<file path="src/rtl/serial_sub_pkg.sv">
// Shared definitions for the digit-serial 32-bit subtractor: state encoding,
// datapath width and the set of supported digit sizes.
package serial_sub_pkg;

  localparam int WIDTH     = 32;
  localparam int NUM_LEGAL = 4;
  localparam int LEGAL_DIGITS [NUM_LEGAL] = '{1, 2, 4, 8};

  typedef enum logic [1:0] {
    ST_IDLE,
    ST_RUN,
    ST_DONE
  } state_t;

  function automatic bit digit_is_legal(input int d);
    bit ok;
    ok = 1'b0;
    for (int i = 0; i < NUM_LEGAL; i++) begin
      if (LEGAL_DIGITS[i] == d) ok = 1'b1;
    end
    return ok;
  endfunction

endpackage

</file>
<file path="src/rtl/sub_slice.sv">
// DIGIT-bit ripple-carry adder slice; the caller feeds the inverted
// subtrahend so the slice itself is a plain adder.
module sub_slice #(
  parameter int DIGIT = 1
) (
  input  logic [DIGIT-1:0] a_dig,
  input  logic [DIGIT-1:0] b_dig,
  input  logic             cin,
  output logic [DIGIT-1:0] sum_dig,
  output logic             cout
);

  logic [DIGIT:0]   c;
  logic [DIGIT-1:0] p;
  logic [DIGIT-1:0] g;
  logic [DIGIT-1:0] t;

  assign c[0] = cin;

  for (genvar i = 0; i < DIGIT; i++) begin : g_bit
    xor u_p   (p[i],       a_dig[i], b_dig[i]);
    xor u_s   (sum_dig[i], p[i],     c[i]);
    and u_g   (g[i],       a_dig[i], b_dig[i]);
    and u_t   (t[i],       p[i],     c[i]);
    or  u_c   (c[i+1],     g[i],     t[i]);
  end

  assign cout = c[DIGIT];

endmodule

</file>
<file path="src/rtl/serial_sub_32.sv">
// Digit-serial 32-bit subtractor: computes a + ~b + 1 DIGIT bits per cycle
// with a valid/ready handshake on both the operand and result sides.
module serial_sub_32
  import serial_sub_pkg::*;
#(
  parameter int DIGIT = 1
) (
  input  logic        clk,
  input  logic        rst_n,
  input  logic        in_valid,
  output logic        in_ready,
  input  logic [31:0] a,
  input  logic [31:0] b,
  output logic        out_valid,
  input  logic        out_ready,
  output logic [31:0] diff,
  output logic        borrow,
  output logic        ovf,
  output logic        zero
);

  localparam int N     = WIDTH / DIGIT;
  localparam int CNT_W = (N > 1) ? $clog2(N) : 1;
  localparam logic [CNT_W-1:0] LAST = CNT_W'(N - 1);

  if (!digit_is_legal(DIGIT)) begin : g_bad_digit
    $error("serial_sub_32: DIGIT must be 1, 2, 4 or 8");
  end

  state_t           state_q, state_d;
  logic [WIDTH-1:0] a_sh_q, a_sh_d;
  logic [WIDTH-1:0] b_sh_q, b_sh_d;
  logic [WIDTH-1:0] diff_sh_q, diff_sh_d;
  logic [CNT_W-1:0] cnt_q, cnt_d;
  logic             carry_q, carry_d;
  logic             a_msb_q, a_msb_d;
  logic             b_msb_q, b_msb_d;
  logic             borrow_q, borrow_d;
  logic             ovf_q, ovf_d;
  logic             zero_q, zero_d;

  logic [DIGIT-1:0] slice_sum;
  logic             slice_cout;

  sub_slice #(.DIGIT(DIGIT)) u_slice (
    .a_dig   (a_sh_q[DIGIT-1:0]),
    .b_dig   (b_sh_q[DIGIT-1:0]),
    .cin     (carry_q),
    .sum_dig (slice_sum),
    .cout    (slice_cout)
  );

  always_comb begin
    state_d   = state_q;
    a_sh_d    = a_sh_q;
    b_sh_d    = b_sh_q;
    diff_sh_d = diff_sh_q;
    cnt_d     = cnt_q;
    carry_d   = carry_q;
    a_msb_d   = a_msb_q;
    b_msb_d   = b_msb_q;
    borrow_d  = borrow_q;
    ovf_d     = ovf_q;
    zero_d    = zero_q;
    case (state_q)
      ST_IDLE: begin
        if (in_valid) begin
          a_sh_d    = a;
          b_sh_d    = ~b;
          carry_d   = 1'b1;
          a_msb_d   = a[WIDTH-1];
          b_msb_d   = b[WIDTH-1];
          cnt_d     = '0;
          diff_sh_d = '0;
          state_d   = ST_RUN;
        end
      end
      ST_RUN: begin
        a_sh_d    = a_sh_q >> DIGIT;
        b_sh_d    = b_sh_q >> DIGIT;
        carry_d   = slice_cout;
        cnt_d     = cnt_q + CNT_W'(1);
        diff_sh_d = {slice_sum, diff_sh_q[WIDTH-1:DIGIT]};
        if (cnt_q == LAST) begin
          // Flags are derived from the fully assembled difference on this edge.
          borrow_d = ~slice_cout;
          ovf_d    = (a_msb_q != b_msb_q) & (diff_sh_d[WIDTH-1] != a_msb_q);
          zero_d   = (diff_sh_d == '0);
          state_d  = ST_DONE;
        end
      end
      ST_DONE: begin
        if (out_ready) begin
          borrow_d = 1'b0;
          ovf_d    = 1'b0;
          zero_d   = 1'b0;
          state_d  = ST_IDLE;
        end
      end
      default: state_d = ST_IDLE;
    endcase
  end

  always_ff @(posedge clk or negedge rst_n) begin
    if (!rst_n) begin
      state_q   <= ST_IDLE;
      a_sh_q    <= '0;
      b_sh_q    <= '0;
      diff_sh_q <= '0;
      cnt_q     <= '0;
      carry_q   <= 1'b0;
      a_msb_q   <= 1'b0;
      b_msb_q   <= 1'b0;
      borrow_q  <= 1'b0;
      ovf_q     <= 1'b0;
      zero_q    <= 1'b0;
    end else begin
      state_q   <= state_d;
      a_sh_q    <= a_sh_d;
      b_sh_q    <= b_sh_d;
      diff_sh_q <= diff_sh_d;
      cnt_q     <= cnt_d;
      carry_q   <= carry_d;
      a_msb_q   <= a_msb_d;
      b_msb_q   <= b_msb_d;
      borrow_q  <= borrow_d;
      ovf_q     <= ovf_d;
      zero_q    <= zero_d;
    end
  end

  // Results are masked outside DONE so partial sums never leak out.
  assign in_ready  = (state_q == ST_IDLE);
  assign out_valid = (state_q == ST_DONE);
  assign diff      = out_valid ? diff_sh_q : '0;
  assign borrow    = out_valid & borrow_q;
  assign ovf       = out_valid & ovf_q;
  assign zero      = out_valid & zero_q;

endmodule

</file>
<file path="config.mk">
export PLATFORM = sky130hd
export DESIGN_NAME = serial_sub_32
export DESIGN_NICKNAME = d
export VERILOG_FILES = /design/src/rtl/serial_sub_pkg.sv /design/src/rtl/sub_slice.sv /design/src/rtl/serial_sub_32.sv
export SDC_FILE = /design/constraint.sdc
export NUM_CORES = 1
export LEC_CHECK = 0
export BUFFER_PORTS_ARGS = -buffer_cell sky130_fd_sc_hd__buf_2
export CAP_MARGIN = 30
export CORE_MARGIN = 3
export CORE_UTILIZATION = 54
export CTS_CLUSTER_SIZE = 25
export DETAILED_ROUTE_END_ITERATION = 6
export PLACE_DENSITY = 0.79
export SLEW_MARGIN = 20
export SYNTH_ARGS = -nofsm -noshare
export SYNTH_HDL_FRONTEND = slang
export SYNTH_SLANG_ARGS = --single-unit
</file>
<file path="constraint.sdc">
create_clock -name clk -period 2.2 [get_ports clk]
set_input_delay 0.44 -clock clk [delete_from_list [all_inputs] [get_ports clk]]
set_output_delay 0.44 -clock clk [all_outputs]
set_load 0.03 [all_outputs]
</file>
==> reports/summary.txt <==
Worst Tran Pin Value: 0.587 ns
Hold WC Path Type: input pin to async pin
Final setup viols: 0
Die Y-Extent: 101 um
first-pass GRT wire length: 18400 um
Finished Cell Area: 5700 um^2
n_diodes: 0
Seq/Total Area, Yosys: 0.557
GPL Wtd Cong: 0.768
clock root buffer: clkbuf_8
net switching power: 2.22 mW
number of antenna violations at the first check in global routing: 0
DR vias/cell: 5.53
DRT Pass-1 Iters: 4
fin nets: 671
reg-to-reg startpoint: cnt_q[0]$_DFFE_PN0P_
io pins: 105
Yosys top cell area share: 0.557
Fillers: 749
Worst-Skew Late Latency: 0.36 ns
Routed WL: 10900 um
Crit. End Element: output pin
Final Hold Viols: 0
Synth Warn #: 0
largest net degree at the start of global routing: 60
clk_skew: 0.0163 ns
status: finished clean
Buffers on Ports: 104
core area: 8760 um^2
RSZ-0062 raised after global routing: no
H-Tree Depth: 3
switching fraction of total power: 0.357
multi-input logic area: 1970 um^2
worst path arrival time: 1.68 ns
Mean Syn Cell Area: 9.58 um^2
Tcrit/Tclk final: 0.963
clock group share of total power: 0.178
initial cell density of the core: 0.559
required time worst endpoint: 1.76 ns
Comb pwr share: 0.279
GRT Residual Overflow: 0
most common cell after layout, fill and taps aside: nand2_1
synthesized area: 4900 um^2
Residual DRC: 0
die area: 10200 um^2
sequential fraction of design power: 0.543
crit start category: register
power per cell area: 1090 nW/um^2
vias in the first global route: 3948
maximum VDD drop: 441 uV
Tot GR Track Use: 0.221
Post-CTS Hold Buffers: 0
vias: 3942
Internal: 4.00 mW
CTS Buffer Depth: 2
antenna-violating nets left: 0
Sink Count: 109
routed len/inst: 15.3 um
Yosys reg bits: 109
placed cell area: 5510 um^2
WS Path Type: register to output pin
TritonCTS Buffers: 9
TritonCTS clock tree: yes
clk slew on worst S/H paths: 0.11 ns
Net Count, Synth: 582
unique cell type count in the Yosys netlist: 39
layout cells sized above 1: 0.246
Mapped Cells: 511
Reg area: 2730 um^2
Post-DP HPWL: 7290 um
Crit. Startpoint: state_q[0]$_DFFE_PN0P_
synth top area cells: dfrtp_1 (56%), nand2_1 (11%), a22oi_1 (4.9%)
initial DRC count: 184
Critical Path Fanout Max: 19
final worst path period need: 2.12 ns
Max Slew Vio Count: 0
post-CTS setup buffers: 0
P&R area growth vs syn: 16.4%
maximum clock rate: 472 MHz
max_cap viols: 0
standard-cell rows: 34
Min Hold Slack: 0.0642 ns
most frequent cells in the layout: nand2_1 (139), dfrtp_1 (107), buf_2 (103), nor2_1 (44), and2_1 (35)
Chip Width: 101 um
TNS Setup: 0 ns
Relative slew margins: 0.609
leading area contributor after synthesis: dfrtp_1
leakage: 3.00 nW
## sequential cells by signal (all words and copies together), names as in the netlist
register   flops
a_msb_q        1
a_sh_q        32
b_msb_q        1
b_sh_q        32
borrow_q       1
carry_q        1
cnt_q          5
diff_sh_q     32
ovf_q          1
state_q        2
zero_q         1
## worst max-delay path, stage by stage, from the launching register on
cell	delay [ns]
dfrtp_2	0.52
nor2b_2	0.22
buf_4	0.24
and2_1	0.14
buf_2	0.19
## per-layer routing
layer | up-vias | global-route usage | wire length (um)
li1 | 1915 | - | -
met1 | 1910 | 0.313 | 4910
met2 | 100 | 0.347 | 5320
met3 | 17 | 0.0365 | 508
met4 | 0 | 0.0777 | 178
met5 | - | 0 | 0
## cells in the mapped netlist
master and instances:
a311oi_1 1, nand4_1 1, o21ai_2 1, a21oi_1 1
nor2b_1 2, and3_1 2, inv_1 5, buf_2 25
nor3b_1 2, a221oi_1 1, nor3_1 1, nand3_2 6
o22ai_1 1, nor2_1 44, fa_1 1, a221o_1 19
nor4_1 6, dfrtp_1 109, buf_1 1, nand2b_1 2
mux2i_1 1, a22oi_1 32, a32o_1 2, and4_1 1
o21bai_2 1, buf_6 3, a21o_1 1, a211oi_1 11
nor4bb_1 1, o21ba_2 1, clkbuf_1 10, and2b_1 1
or3b_1 1, nand2_1 139, ha_1 2, or4_1 1
and2_1 35, o21ai_0 8, nand3_1 29
## power groups by stage
stage          registers (mW)  clock network, mW  logic (mW)
3_3_place_gp             3.38                  0        1.67
2_1_floorplan            3.22                  0        1.36
6_report                 3.38               1.11        1.73
5_1_grt                  3.50               1.21        2.01
3_5_place_dp             3.41                  0        1.76
4_1_cts                  3.38               1.13        1.76
## stage by stage
step | utilization | instances | setup slack, ns | total power [mW]
floorplan | - | 511 | 0.386 | 4.58
global placement | 0.629 | 696 | 0.448 | 5.05
detailed placement | 0.629 | 696 | 0.373 | 5.17
CTS | 0.649 | 712 | 0.0121 | 6.27
global route | 0.650 | 713 | 0.0226 | 6.72
finish | 0.650 | 713 | 0.0821 | 6.22
## final cells by class
class,count,share of cell area
multi-input combinational,358,0.345
sequential,109,0.479
clock inverter,7,0.00878
timing repair buffer,117,0.118
inverter,5,0.00329
tap,108,0.0237
clock buffer,9,0.0217
## kinds of logic after synthesis
logic type      count (synthesis)  share of synthesized area
simple gates                  274                      0.256
flops                         109                      0.557
mux                             1                    0.00204
fa+ha+maj                       3                    0.00920
compound gates                 80                      0.131
buf+inv                        44                     0.0447
## what timing repair did
item                                    in CTS  in global routing
endpoints found under the hold margin        0                  0
endpoints found under the setup margin      15                 35
gates cloned                                 0                  1
gates resized for setup                      1                  5
## path summary, 6_finish.rpt
path / to / slack [ns] / depth (start not counted)
setup / recovery: diff[10] / 0.08 / 4
min in group clk: b_sh_q[5]$_DFFE_PN0P_ / 0.23 / 2
hold / removal: b_sh_q[7]$_DFFE_PN0P_ / 0.06 / 1
max in group asynchronous: b_sh_q[31]$_DFFE_PN0P_ / 1.42 / 2
setup reg to reg: ovf_q$_DFFE_PN0P_ / 0.46 / 6
hold reg to reg: a_sh_q[22]$_DFFE_PN0P_ / 0.49 / 2
(Power assumes the default switching activity.)
